<file path="config.mk">
export PLATFORM = sky130hd
export DESIGN_NAME = seq_magnitude_comparator
export DESIGN_NICKNAME = d
export VERILOG_FILES = /design/src/rtl/seq_magnitude_comparator.sv
export SDC_FILE = /design/constraint.sdc
export NUM_CORES = 1
export LEC_CHECK = 0
export CAP_MARGIN = 15
export CELL_PAD_IN_SITES_DETAIL_PLACEMENT = 0
export CELL_PAD_IN_SITES_GLOBAL_PLACEMENT = 2
export CORE_AREA = 2 2 77 109
export CTS_BUF_LIST = sky130_fd_sc_hd__clkbuf_2 sky130_fd_sc_hd__clkbuf_4 sky130_fd_sc_hd__clkbuf_8
export DETAILED_ROUTE_END_ITERATION = 12
export DIE_AREA = 0 0 79 111
export PLACE_DENSITY = 0.75
export REMOVE_ABC_BUFFERS = 1
export SETUP_SLACK_MARGIN = 0.05
export SYNTH_ARGS = -nofsm -noshare
export SYNTH_HDL_FRONTEND = slang
export SYNTH_SLANG_ARGS = --single-unit
</file>
<file path="constraint.sdc">
create_clock -name clk -period 4.9 [get_ports clk]
set_input_delay 0.735 -clock clk [delete_from_list [all_inputs] [get_ports clk]]
set_output_delay 0.735 -clock clk [all_outputs]
set_load 0.01 [all_outputs]
</file>
<file path="src/rtl/seq_magnitude_comparator.sv">
// Multi-cycle magnitude comparator: a - b is formed as a + ~b + 1, CHUNK bits
// per clock from the LSB chunk upward, with the carry held in a register.
// The final carry, running zero flag and result MSB give agb/aeb/alb in
// unsigned or two's-complement signed mode.
module seq_magnitude_comparator #(
    parameter int WIDTH     = 16,
    parameter int CHUNK     = 4,
    parameter int SIGNED_EN = 1
) (
    input  logic             clk,
    input  logic             rst_n,
    input  logic             start,
    input  logic             signed_mode,
    input  logic [WIDTH-1:0] a,
    input  logic [WIDTH-1:0] b,
    output logic             busy,
    output logic             done,
    output logic             agb,
    output logic             aeb,
    output logic             alb,
    output logic [WIDTH-1:0] diff
);

    localparam int NCHUNK = WIDTH / CHUNK;
    localparam int IDX_W  = (NCHUNK > 1) ? $clog2(NCHUNK) : 1;
    localparam logic [IDX_W-1:0] LAST_IDX = IDX_W'(NCHUNK - 1);

    generate
        if (WIDTH < 2 || CHUNK < 1 || (WIDTH % CHUNK) != 0) begin : g_bad_cfg
            $error("seq_magnitude_comparator: WIDTH must be >= 2 and a multiple of CHUNK");
        end
    endgenerate

    typedef enum logic [1:0] {
        S_IDLE,
        S_RUN,
        S_DONE
    } state_t;

    state_t             state_q, state_d;
    logic [WIDTH-1:0]   a_q, a_d;
    logic [WIDTH-1:0]   b_q, b_d;
    logic               mode_q, mode_d;
    logic               carry_q, carry_d;
    logic               zero_q, zero_d;
    logic [IDX_W-1:0]   idx_q, idx_d;
    logic [WIDTH-1:0]   diff_q, diff_d;
    logic               agb_q, agb_d;
    logic               aeb_q, aeb_d;
    logic               alb_q, alb_d;

    int                 base;
    logic [CHUNK-1:0]   a_chunk;
    logic [CHUNK-1:0]   b_chunk;
    logic [CHUNK:0]     sum;
    logic               z_fin;
    logic               n_fin;
    logic               v_fin;

    // Next-state, chunk adder and flag evaluation
    always_comb begin
        state_d = state_q;
        a_d     = a_q;
        b_d     = b_q;
        mode_d  = mode_q;
        carry_d = carry_q;
        zero_d  = zero_q;
        idx_d   = idx_q;
        diff_d  = diff_q;
        agb_d   = agb_q;
        aeb_d   = aeb_q;
        alb_d   = alb_q;

        base    = int'(idx_q) * CHUNK;
        a_chunk = CHUNK'(a_q >> base);
        b_chunk = CHUNK'(b_q >> base);
        sum     = {1'b0, a_chunk} + {1'b0, ~b_chunk} + {{CHUNK{1'b0}}, carry_q};
        z_fin   = zero_q & (sum[CHUNK-1:0] == '0);
        n_fin   = sum[CHUNK-1];
        v_fin   = (a_q[WIDTH-1] ^ b_q[WIDTH-1]) & (a_q[WIDTH-1] ^ n_fin);

        case (state_q)
            S_IDLE, S_DONE: begin
                if (start) begin
                    state_d = S_RUN;
                    a_d     = a;
                    b_d     = b;
                    mode_d  = signed_mode & (SIGNED_EN != 0);
                    carry_d = 1'b1;
                    zero_d  = 1'b1;
                    idx_d   = '0;
                end else begin
                    state_d = S_IDLE;
                end
            end
            S_RUN: begin
                diff_d[base +: CHUNK] = sum[CHUNK-1:0];
                carry_d = sum[CHUNK];
                zero_d  = z_fin;
                idx_d   = idx_q + IDX_W'(1);
                if (idx_q == LAST_IDX) begin
                    state_d = S_DONE;
                    idx_d   = '0;
                    aeb_d   = z_fin;
                    if (mode_q) begin
                        alb_d = n_fin ^ v_fin;
                        agb_d = ~(n_fin ^ v_fin) & ~z_fin;
                    end else begin
                        alb_d = ~sum[CHUNK];
                        agb_d = sum[CHUNK] & ~z_fin;
                    end
                end
            end
            default: state_d = S_IDLE;
        endcase
    end

    // State and datapath registers, cleared by async reset
    always_ff @(posedge clk or negedge rst_n) begin
        if (!rst_n) begin
            state_q <= S_IDLE;
            a_q     <= '0;
            b_q     <= '0;
            mode_q  <= 1'b0;
            carry_q <= 1'b0;
            zero_q  <= 1'b0;
            idx_q   <= '0;
            diff_q  <= '0;
            agb_q   <= 1'b0;
            aeb_q   <= 1'b0;
            alb_q   <= 1'b0;
        end else begin
            state_q <= state_d;
            a_q     <= a_d;
            b_q     <= b_d;
            mode_q  <= mode_d;
            carry_q <= carry_d;
            zero_q  <= zero_d;
            idx_q   <= idx_d;
            diff_q  <= diff_d;
            agb_q   <= agb_d;
            aeb_q   <= aeb_d;
            alb_q   <= alb_d;
        end
    end

    assign busy = (state_q == S_RUN);
    assign done = (state_q == S_DONE);
    assign agb  = agb_q;
    assign aeb  = aeb_q;
    assign alb  = alb_q;
    assign diff = diff_q;

endmodule

</file>
==> results of run 1 <==
-- layer usage --
layer | routed length (microns) | track usage, % | vias to the layer above
li1 | - | - | 844
met1 | 2188 | 15.98 | 842
met2 | 2819 | 22.66 | 48
met3 | 196 | 3.257 | 10
met4 | 138 | 8.276 | 0
met5 | 0 | 0 | -
-- worst reg2reg max path, delay by kind of cell, from the launching register on --
kind                       cells  cell delay, ps
AOI/OAI and AO/OA              1             120
and+or+nand+nor                2             660
DFF                            1             570
xor gates and xnor gates       1             440
muxes                          1             560
buffers and inverters          2             150
adders and majority gates      2             550
-- cell usage in the layout (no fill, tap or decap), types with 2 or more instances in the layout --
cell	instances
mux4_2	8
nand2_1	21
xnor2_1	2
a22o_1	6
dfrtp_1	58
nor2_1	8
mux2_2	32
clkbuf_8	10
fa_1	2
a21oi_1	2
a22o_2	4
inv_1	10
clkinv_2	2
ha_1	9
clkdlybuf4s50_1	55
nor3_1	2
buf_4	2
bufinv_16	2
o31ai_1	10
-- power groups by stage --
stage | sequential, W | clock (W) | combinational (W)
floorplan | 0.000851 | 0 | 0.000935
global placement | 0.000863 | 0 | 0.00141
detailed placement | 0.000870 | 0 | 0.00142
CTS | 0.000860 | 0.000509 | 0.00142
global route | 0.000891 | 0.000532 | 0.00153
finish | 0.000852 | 0.000492 | 0.00138
-- layout make-up --
cell class	count	area share (%)
inverters	11	1.160
well taps	102	3.584
multi-input cells	123	32.22
clock buffers	11	4.076
flip-flops and latches	58	40.76
repair buffers	58	16.02
clock inverters	5	2.178
-- cells by family (layout without fill, tap and decap cells) --
| group | Yosys count | in the layout | share of synthesized area (%) |
|---|---|---|---|
| compound gates | 31 | 31 | 9.540 |
| xor+xnor | 2 | 2 | 0.6580 |
| fa+ha+maj | 12 | 12 | 6.156 |
| buf+inv | 18 | 85 | 2.678 |
| flops | 58 | 58 | 54.51 |
| mux | 40 | 40 | 20.30 |
| simple gates | 38 | 38 | 6.156 |
-- registers in the layout, indices dropped and copies added (netlist names) --
signal   count
diff        16
idx_q        2
b_q         16
agb          1
aeb          1
zero_q       1
mode_q       1
alb          1
carry_q      1
a_q         16
state_q      2
-- how the worst max path moves through the flow --
stage | start | endpoint | slack [ps] | cells after the start
floorplan | idx_q[0] | aeb | 1890 | 9
global placement | idx_q[0] | aeb | 1800 | 9
detailed placement | idx_q[0] | aeb | 1720 | 9
CTS | idx_q[0] | aeb | 1710 | 9
global route | idx_q[0] | aeb | 1510 | 9
finish | idx_q[0] | aeb | 1780 | 9
-- through the flow --
stage               instances  worst slack (ps)
floorplan                 192              1894
global placement          352              1797
detailed placement        352              1723
CTS                       368              1708
global route              368              1511
finish                    368              1783
==> impl_metrics.py, run 1 <==
metrics = {
    "logic_synthesis": {
        "synth-seq-area-share_pct": 54.51,
        "netlist_area_sq_um": 2663,
        "synthArstFlopShare_pct": 100.0,
        "yosysMostFrequentCell": "dfrtp_1",
        "synth_top_area_share_pct": 54.51,
        "ys.flop_type": "dfrtp_1",
        "yosys-top-cells-count": "dfrtp_1, mux2_2, nand2_1",
        "synthDistinctLibCells": 33,
        "syn-mean-instance-area_sq_um": 13.38,
        "yosysTopAreaCell": "dfrtp_1",
        "synth_seq_cells": 58,
        "yosysWarningCount": 0,
        "netlist_instances": 199,
        "synth_edf_count": 0,
        "synth.top_cells.by_area": "dfrtp_1, mux2_2, mux4_2",
    },
    "sta": {
        "timing.final.crit_share_pct": 63.62,
        "hold_violations": 0,
        "drv_slew": 0,
        "fmax_mhz": 320.8,
        "fin_skew_ps": 7.913,
        "tightest_slew_ps": 977.4,
        "grt_setup_unrepaired": "no",
        "finalCriticalPeriod_ps": 3117,
        "setup_tns_ps": 0,
        "slew_headroom_pct": 34.70,
        "setup_violations": 0,
        "whs_ps": 479.1,
    },
    "setup_path": {
        "reg2reg_from": "idx_q[0]",
        "worstSetupPathType": "register to register",
        "reg2reg_to": "aeb",
        "crit_fanout": 7,
        "required_ps": 5160,
        "r2r_slack_ps": 1780,
        "reg2reg_depth": 9,
        "worstSetupEndpointType": "register",
        "critical_path.cell_chain": "mux4_2 -> inv_1 -> fa_1 -> inv_1 -> fa_1 -> xnor2_1 -> nand3_1 -> or3_2 -> o21ai_2",
        "max_stage_delay_ps": 570,
        "cp_num_buf_inv": 2,
        "start_kind": "register",
        "crit_family": "simple AND/OR/NAND/NOR gates",
        "critical_path_arrival_ps": 3380,
        "critical_path.slowest_cell": "dfrtp_1",
    },
    "power_and_ir_drop": {
        "p_per_area_nw_per_um2": 766.2,
        "ir_drop_uv": 328.8,
        "clkPwrFrac_pct": 18.0,
        "leakagePower_nw": 1.512,
        "seqPwrFrac_pct": 31.2,
        "power.total_w": 0.002728,
        "pwr-share-comb_pct": 50.7,
        "switching_power_w": 0.001058,
        "p_int_w": 0.001670,
        "sw_frac_of_total_pct": 38.79,
    },
    "route": {
        "routed_wl_microns": 5343,
        "vias": 1744,
        "drc": 0,
        "drtIter0Drc": 46,
        "via_per_inst": 4.739,
        "wire_per_inst_microns": 14.52,
        "drt-pass1-iter-count": 4,
        "ant_nets": 0,
    },
    "hold_path": {
        "min_to": "diff[4]",
        "min-delay-start": "diff[4]",
        "min_path_cells": 2,
        "min_path_type": "register to register",
    },
    "placement": {
        "gp_congestion": 0.7479,
        "dpl.hpwl_microns": 3862,
        "placed_area_sq_um": 3338,
        "portBuffers": 56,
    },
    "clock_network": {
        "cts-buffers-inserted": 9,
        "cts_buffer_depth": 2,
        "ctsHtreeMaxLevel": 3,
        "clk_pin_slew_ps": 70,
        "ctsHoldBuffers": 0,
        "cts_root_buf": "clkbuf_8",
        "clkSinkCount": 58,
        "post_cts_buffers": 0,
        "cts_resized": 0,
        "tritoncts": "yes",
        "clkLatencyLatePin_ps": 330,
    },
    "die": {
        "fp.dieH_microns": 111,
        "rows": 39,
        "dieArea_sq_um": 8769,
        "die_x_microns": 79,
        "ioPinCount": 57,
        "fp.coreArea_sq_um": 7905,
        "start_util_pct": 33.68,
    },
    "cells_and_area": {
        "multi_input_area_sq_um": 1147,
        "area.growth.synth_to_final_pct": 33.74,
        "fin_util_pct": 45.05,
        "final_area_sq_um": 3561,
        "diodes": 0,
        "fill_cells": 774,
        "nets": 308,
        "seqCellArea_sq_um": 1451,
        "drive_gt1_share_pct": 26.32,
    },
    "global_route": {
        "grtUsageTotal_pct": 13.76,
        "antenna_found_initial": 0,
        "grt_max_degree": 59,
        "grt_first_pass_wirelength_microns": 8990,
        "grt_pass1_vias": 1804,
        "overflow": 0,
    },
    "job": {
        "cap_viol_max_count": 0,
    },
    "status": {
        "outcome": "complete, no violations",
    },
}
Power figures use the tool's default switching activity.
==> run 2, diff against run 1 <==
--- a/config.mk
+++ b/config.mk
@@ -8,11 +8,11 @@
 export CAP_MARGIN = 15
 export CELL_PAD_IN_SITES_DETAIL_PLACEMENT = 0
 export CELL_PAD_IN_SITES_GLOBAL_PLACEMENT = 2
-export CORE_AREA = 2 2 77 109
+export CORE_AREA = 2 2 81 113
 export CTS_BUF_LIST = sky130_fd_sc_hd__clkbuf_2 sky130_fd_sc_hd__clkbuf_4 sky130_fd_sc_hd__clkbuf_8
 export DETAILED_ROUTE_END_ITERATION = 12
-export DIE_AREA = 0 0 79 111
-export PLACE_DENSITY = 0.75
+export DIE_AREA = 0 0 83 115
+export PLACE_DENSITY = 0.73
 export REMOVE_ABC_BUFFERS = 1
 export SETUP_SLACK_MARGIN = 0.05
 export SYNTH_ARGS = -nofsm -noshare
==> constraint.sdc (replaced) <==
create_clock -name clk -period 2.66 [get_ports clk]
set_input_delay 0.399 -clock clk [delete_from_list [all_inputs] [get_ports clk]]
set_output_delay 0.399 -clock clk [all_outputs]
set_load 0.01 [all_outputs]
==> run 2 against run 1 <==
Maximum frequency increased by 22%. Highest routed layer unchanged. Largest cell class unchanged. Clock power up 93%. Global-route usage down 0.75 points. Total power increased by 130%.
==> impl_metrics.py, run 2 (same netlist as run 1, synthesis figures left out) <==
metrics = {
    "sta": {
        "timing.final.crit_share_pct": 96.01,
        "setup_tns_ps": 0,
        "tightest_slew_ps": 691.1,
        "grt_setup_unrepaired": "yes",
        "drv_slew": 0,
        "fmax_mhz": 391.6,
        "setup_violations": 0,
        "whs_ps": 105.4,
        "slew_headroom_pct": 53.92,
        "fin_skew_ps": 6.563,
        "hold_violations": 0,
        "finalCriticalPeriod_ps": 2554,
    },
    "clock_network": {
        "clkSinkCount": 58,
        "ctsHtreeMaxLevel": 3,
        "cts_root_buf": "clkbuf_8",
        "clk_pin_slew_ps": 60,
        "cts-buffers-inserted": 9,
        "ctsHoldBuffers": 0,
        "clkLatencyLatePin_ps": 340,
        "cts_buffer_depth": 2,
        "tritoncts": "yes",
    },
    "placement": {
        "placed_area_sq_um": 3440,
        "gp_congestion": 0.7301,
        "dpl.hpwl_microns": 4244,
        "portBuffers": 56,
        "dp.cells": 367,
    },
    "route": {
        "vias": 1773,
        "drt-pass1-iter-count": 4,
        "wire_per_inst_microns": 14.57,
        "ant_nets": 0,
        "drtIter0Drc": 59,
        "drc": 0,
        "via_per_inst": 4.581,
        "routed_wl_microns": 5639,
    },
    "cells_and_area": {
        "diodes": 0,
        "final_common_cell": "dfrtp_1",
        "fill_cells": 782,
        "final_area_sq_um": 3790,
        "nets": 324,
        "mostFrequentLayoutCells": "dfrtp_1, clkdlybuf4s50_1, mux2_2",
        "area.growth.synth_to_final_pct": 42.34,
        "stdcell_count": 387,
        "drive_gt1_share_pct": 34.75,
    },
    "global_route": {
        "grtUsageTotal_pct": 13.02,
        "grt_pass1_vias": 1892,
        "overflow": 0,
        "grt_max_degree": 38,
        "antenna_found_initial": 0,
        "grt_first_pass_wirelength_microns": 9494,
    },
    "die": {
        "fp.coreArea_sq_um": 8558,
        "start_util_pct": 31.11,
        "die_x_microns": 83,
        "dieArea_sq_um": 9545,
        "ioPinCount": 57,
        "rows": 40,
        "fp.dieH_microns": 115,
    },
    "setup_path": {
        "start_kind": "register",
        "crit_fanout": 5,
        "required_ps": 2880,
        "reg2reg_to": "alb",
        "max_stage_delay_ps": 520,
        "r2r_slack_ps": 110,
        "critical_path_arrival_ps": 2780,
        "critical_path.slowest_cell": "mux4_2",
        "worstSetupEndpointType": "register",
        "reg2reg_depth": 8,
        "reg2reg_from": "idx_q[0]",
        "worstSetupPathType": "register to register",
        "critical_path.cell_chain": "buf_6 -> mux4_2 -> ha_4 -> a21o_1 -> a31oi_4 -> xnor2_4 -> maj3_2 -> a31o_2",
    },
    "power_and_ir_drop": {
        "power.total_w": 0.006287,
        "p_per_area_nw_per_um2": 1659,
        "leakagePower_nw": 1.611,
        "ir_drop_uv": 640.2,
    },
    "hold_path": {
        "min_path_type": "input pin to async pin",
    },
    "status": {
        "outcome": "complete, no violations",
    },
    "job": {
        "cap_viol_max_count": 0,
    },
}
[run 2: critical path: cells and delay by family (launching register included)]
kind	cells	cell delay, ps
muxes	1	520
buffers and inverters	1	130
AOI/OAI and AO/OA	3	650
adders and majority gates	2	590
DFF	1	420
xor gates and xnor gates	1	130
[run 2: through the flow]
stage,utilization [%],setup slack (ps)
after floorplan,-,-346.0
after global placement,40.19,44.80
after detailed placement,40.19,-38.46
after CTS,43.35,39.54
after global routing,44.28,5.513
final,44.28,106.1
[run 2: repair_timing]
| action | 4_1_cts | 5_1_grt |
|---|---|---|
| pin swaps | 1 | 6 |
| gates resized for setup | 6 | 10 |
| setup buffers | 1 | 3 |
| setup endpoints to repair | 4 | 5 |
[run 2: worst max path at each step]
stage | endpoint | cells after the start | from | slack [ps]
after global routing | alb | 8 | idx_q[0] | 6
final | alb | 8 | idx_q[0] | 110
after floorplan | aeb | 9 | idx_q[0] | -350
after CTS | alb | 8 | idx_q[0] | 40
after global placement | alb | 8 | idx_q[0] | 40
after detailed placement | alb | 8 | idx_q[0] | -40
[run 2: area by class of cell]
| type | instances | area [sq um] | area share [%] |
|---|---|---|---|
| multi-input combinational | 123 | 1220 | 32.19 |
| inverter | 11 | 41.29 | 1.089 |
| sequential | 58 | 1453 | 38.33 |
| clock buffer | 12 | 165.2 | 4.358 |
| tap | 105 | 131.4 | 3.466 |
| clock inverter | 4 | 72.57 | 1.915 |
| timing repair buffer | 74 | 706.9 | 18.65 |
[run 2: where the power goes]
part / leakage (nW) / switching [W] / total, W / internal (W)
clock network: 0.119 / 0.000348 / 0.000950 / 0.000602
registers: 0.717 / 0.000244 / 0.00154 / 0.00130
logic: 0.775 / 0.00174 / 0.00380 / 0.00205
total: 1.61 / 0.00233 / 0.00629 / 0.00395
[run 2: routing by layer]
layer  vias up  routed length (microns)  track usage (%)
met5         -                        0                0
met4         0                       44            7.213
met3         6                      204            3.230
met2        37                     3071            23.06
met1       861                     2317            14.32
li1        869                        -                -
==> run 3, diff against run 2 <==
--- a/config.mk
+++ b/config.mk
@@ -8,13 +8,14 @@
 export CAP_MARGIN = 15
 export CELL_PAD_IN_SITES_DETAIL_PLACEMENT = 0
 export CELL_PAD_IN_SITES_GLOBAL_PLACEMENT = 2
-export CORE_AREA = 2 2 81 113
+export CORE_AREA = 2 2 105 87
 export CTS_BUF_LIST = sky130_fd_sc_hd__clkbuf_2 sky130_fd_sc_hd__clkbuf_4 sky130_fd_sc_hd__clkbuf_8
 export DETAILED_ROUTE_END_ITERATION = 12
-export DIE_AREA = 0 0 83 115
+export DIE_AREA = 0 0 107 89
 export PLACE_DENSITY = 0.73
 export REMOVE_ABC_BUFFERS = 1
 export SETUP_SLACK_MARGIN = 0.05
+export SKIP_CTS_REPAIR_TIMING = 1
 export SYNTH_ARGS = -nofsm -noshare
 export SYNTH_HDL_FRONTEND = slang
 export SYNTH_SLANG_ARGS = --single-unit
==> run 3 against run 2 <==
Sequential power hardly changed. First-iteration DRC count is 34% lower. Critical path type unchanged. Non-clock buffer count is 1 lower. Count of clock-buffer cells in the layout is 1 lower.
==> impl_metrics.py, run 3 (same netlist as run 1, synthesis figures left out) <==
metrics = {
    "status": {
        "outcome": "complete, no violations",
    },
    "placement": {
        "gp_congestion": 0.7672,
        "dpl.hpwl_microns": 4266,
        "portBuffers": 56,
    },
    "clock_network": {
        "cts_buffer_depth": 2,
        "cts_root_buf": "clkbuf_8",
        "clk_pin_slew_ps": 60,
        "ctsHtreeMaxLevel": 3,
        "cts-buffers-inserted": 9,
        "clkLatencyLatePin_ps": 340,
        "clkSinkCount": 58,
        "tritoncts": "yes",
    },
    "route": {
        "wire_per_inst_microns": 14.24,
        "vias": 1821,
        "ant_nets": 0,
        "drc": 0,
        "drtIter0Drc": 39,
        "routed_wl_microns": 5584,
        "drt-pass1-iter-count": 4,
        "via_per_inst": 4.645,
    },
    "sta": {
        "fin_skew_ps": 6.041,
        "setup_violations": 0,
        "drv_slew": 0,
        "slew_headroom_pct": 56.69,
        "setup_tns_ps": 0,
        "hold_violations": 0,
        "fmax_mhz": 388.8,
        "finalCriticalPeriod_ps": 2572,
        "timing.final.crit_share_pct": 96.70,
        "tightest_slew_ps": 649.7,
        "grt_setup_unrepaired": "yes",
    },
    "cells_and_area": {
        "seqCellArea_sq_um": 1453,
        "final_common_cell": "dfrtp_1",
        "nets": 323,
        "multi_input_area_sq_um": 1236,
        "area.growth.synth_to_final_pct": 41.31,
        "mostFrequentLayoutCells": "dfrtp_1, clkdlybuf4s50_1, mux2_2",
        "fill_cells": 774,
        "drive_gt1_share_pct": 34.64,
        "fin_util_pct": 44.95,
        "diodes": 0,
    },
    "setup_path": {
        "required_ps": 2900,
        "reg2reg_depth": 8,
        "worstSetupPathType": "register to register",
        "reg2reg_to": "agb",
        "start_kind": "register",
        "critical_path_arrival_ps": 2810,
        "worstSetupEndpointType": "register",
        "r2r_slack_ps": 90,
        "crit_fanout": 5,
        "reg2reg_from": "idx_q[0]",
    },
    "global_route": {
        "overflow": 0,
        "grtUsageTotal_pct": 13.41,
        "antenna_found_initial": 0,
        "grt_max_degree": 32,
        "grt_first_pass_wirelength_microns": 9508,
        "grt_pass1_vias": 1925,
    },
    "die": {
        "fp.coreArea_sq_um": 8371,
        "fp.dieH_microns": 89,
        "dieArea_sq_um": 9523,
        "start_util_pct": 31.81,
        "ioPinCount": 57,
        "rows": 30,
        "die_x_microns": 107,
    },
    "hold_path": {
        "min_path_type": "input pin to async pin",
    },
    "job": {
        "cap_viol_max_count": 0,
    },
    "power_and_ir_drop": {
        "power.total_w": 0.006018,
        "p_per_area_nw_per_um2": 1599,
        "ir_drop_uv": 902.9,
        "leakagePower_nw": 1.594,
    },
}
-- run 3: cell types whose count changed in the layout (fill, tap and decap cells not counted), moves of 2 or more --
cell | before | now
buf_12 | 1 | 4
buf_4 | 16 | 13
clkbuf_8 | 12 | 9
clkinv_2 | 1 | 4
bufinv_16 | 2 | 0
clkbuf_4 | 0 | 2
-- run 3: per-layer routing --
layer  GRT usage [%]  up-vias  share of wire [%]
li1                -      869                  -
met1           16.80      891                 46
met2           21.13       51                 47
met3           5.539       10                5.7
met4           4.841        0                1.5
met5               0        -                  0
-- run 3: how the worst max path moves through the flow --
stage	slack [ps]	startpoint	depth (start not counted)	end
final	90	idx_q[0]	8	agb
after global routing	0.3	idx_q[0]	9	agb
after CTS	-90	idx_q[0]	9	aeb
after detailed placement	-70	idx_q[0]	9	aeb
after global placement	20	idx_q[0]	9	aeb
after floorplan	-350	idx_q[0]	9	aeb
-- run 3: final cells by class --
class	instances	share of cell area, %
clock buffer	11	3.691
clock inverter	4	0.5321
inverter	11	1.097
multi-input combinational	123	32.86
sequential	58	38.61
tap	112	3.725
timing repair buffer	73	19.49
-- run 3: metrics by stage --
step / instances / hold slack [ps] / area (sq um) / setup slack, ps
detailed placement: 373 / 459.6 / 3471 / -68.60
global route: 392 / 129.7 / 3762 / 0.2680
floorplan: 192 / 103.4 / 2633 / -346.0
finish: 392 / 85.23 / 3762 / 87.89
CTS: 388 / 91.45 / 3630 / -88.65
global placement: 373 / 464.5 / 3471 / 22.53
-- run 3: power breakdown --
| part | internal (W) | switching [W] | total [W] |
|---|---|---|---|
| Clock | 0.000346 | 0.000325 | 0.000671 |
| Sequential | 0.00130 | 0.000259 | 0.00156 |
| Combinational | 0.00201 | 0.00178 | 0.00379 |
-- run 3: critical path: stages (launching register included) --
cell	delay, ps
dfrtp_2	430
buf_12	130
mux4_2	530
ha_4	260
a21o_1	200
a31oi_4	210
xnor2_4	130
maj3_2	340
o311ai_4	250
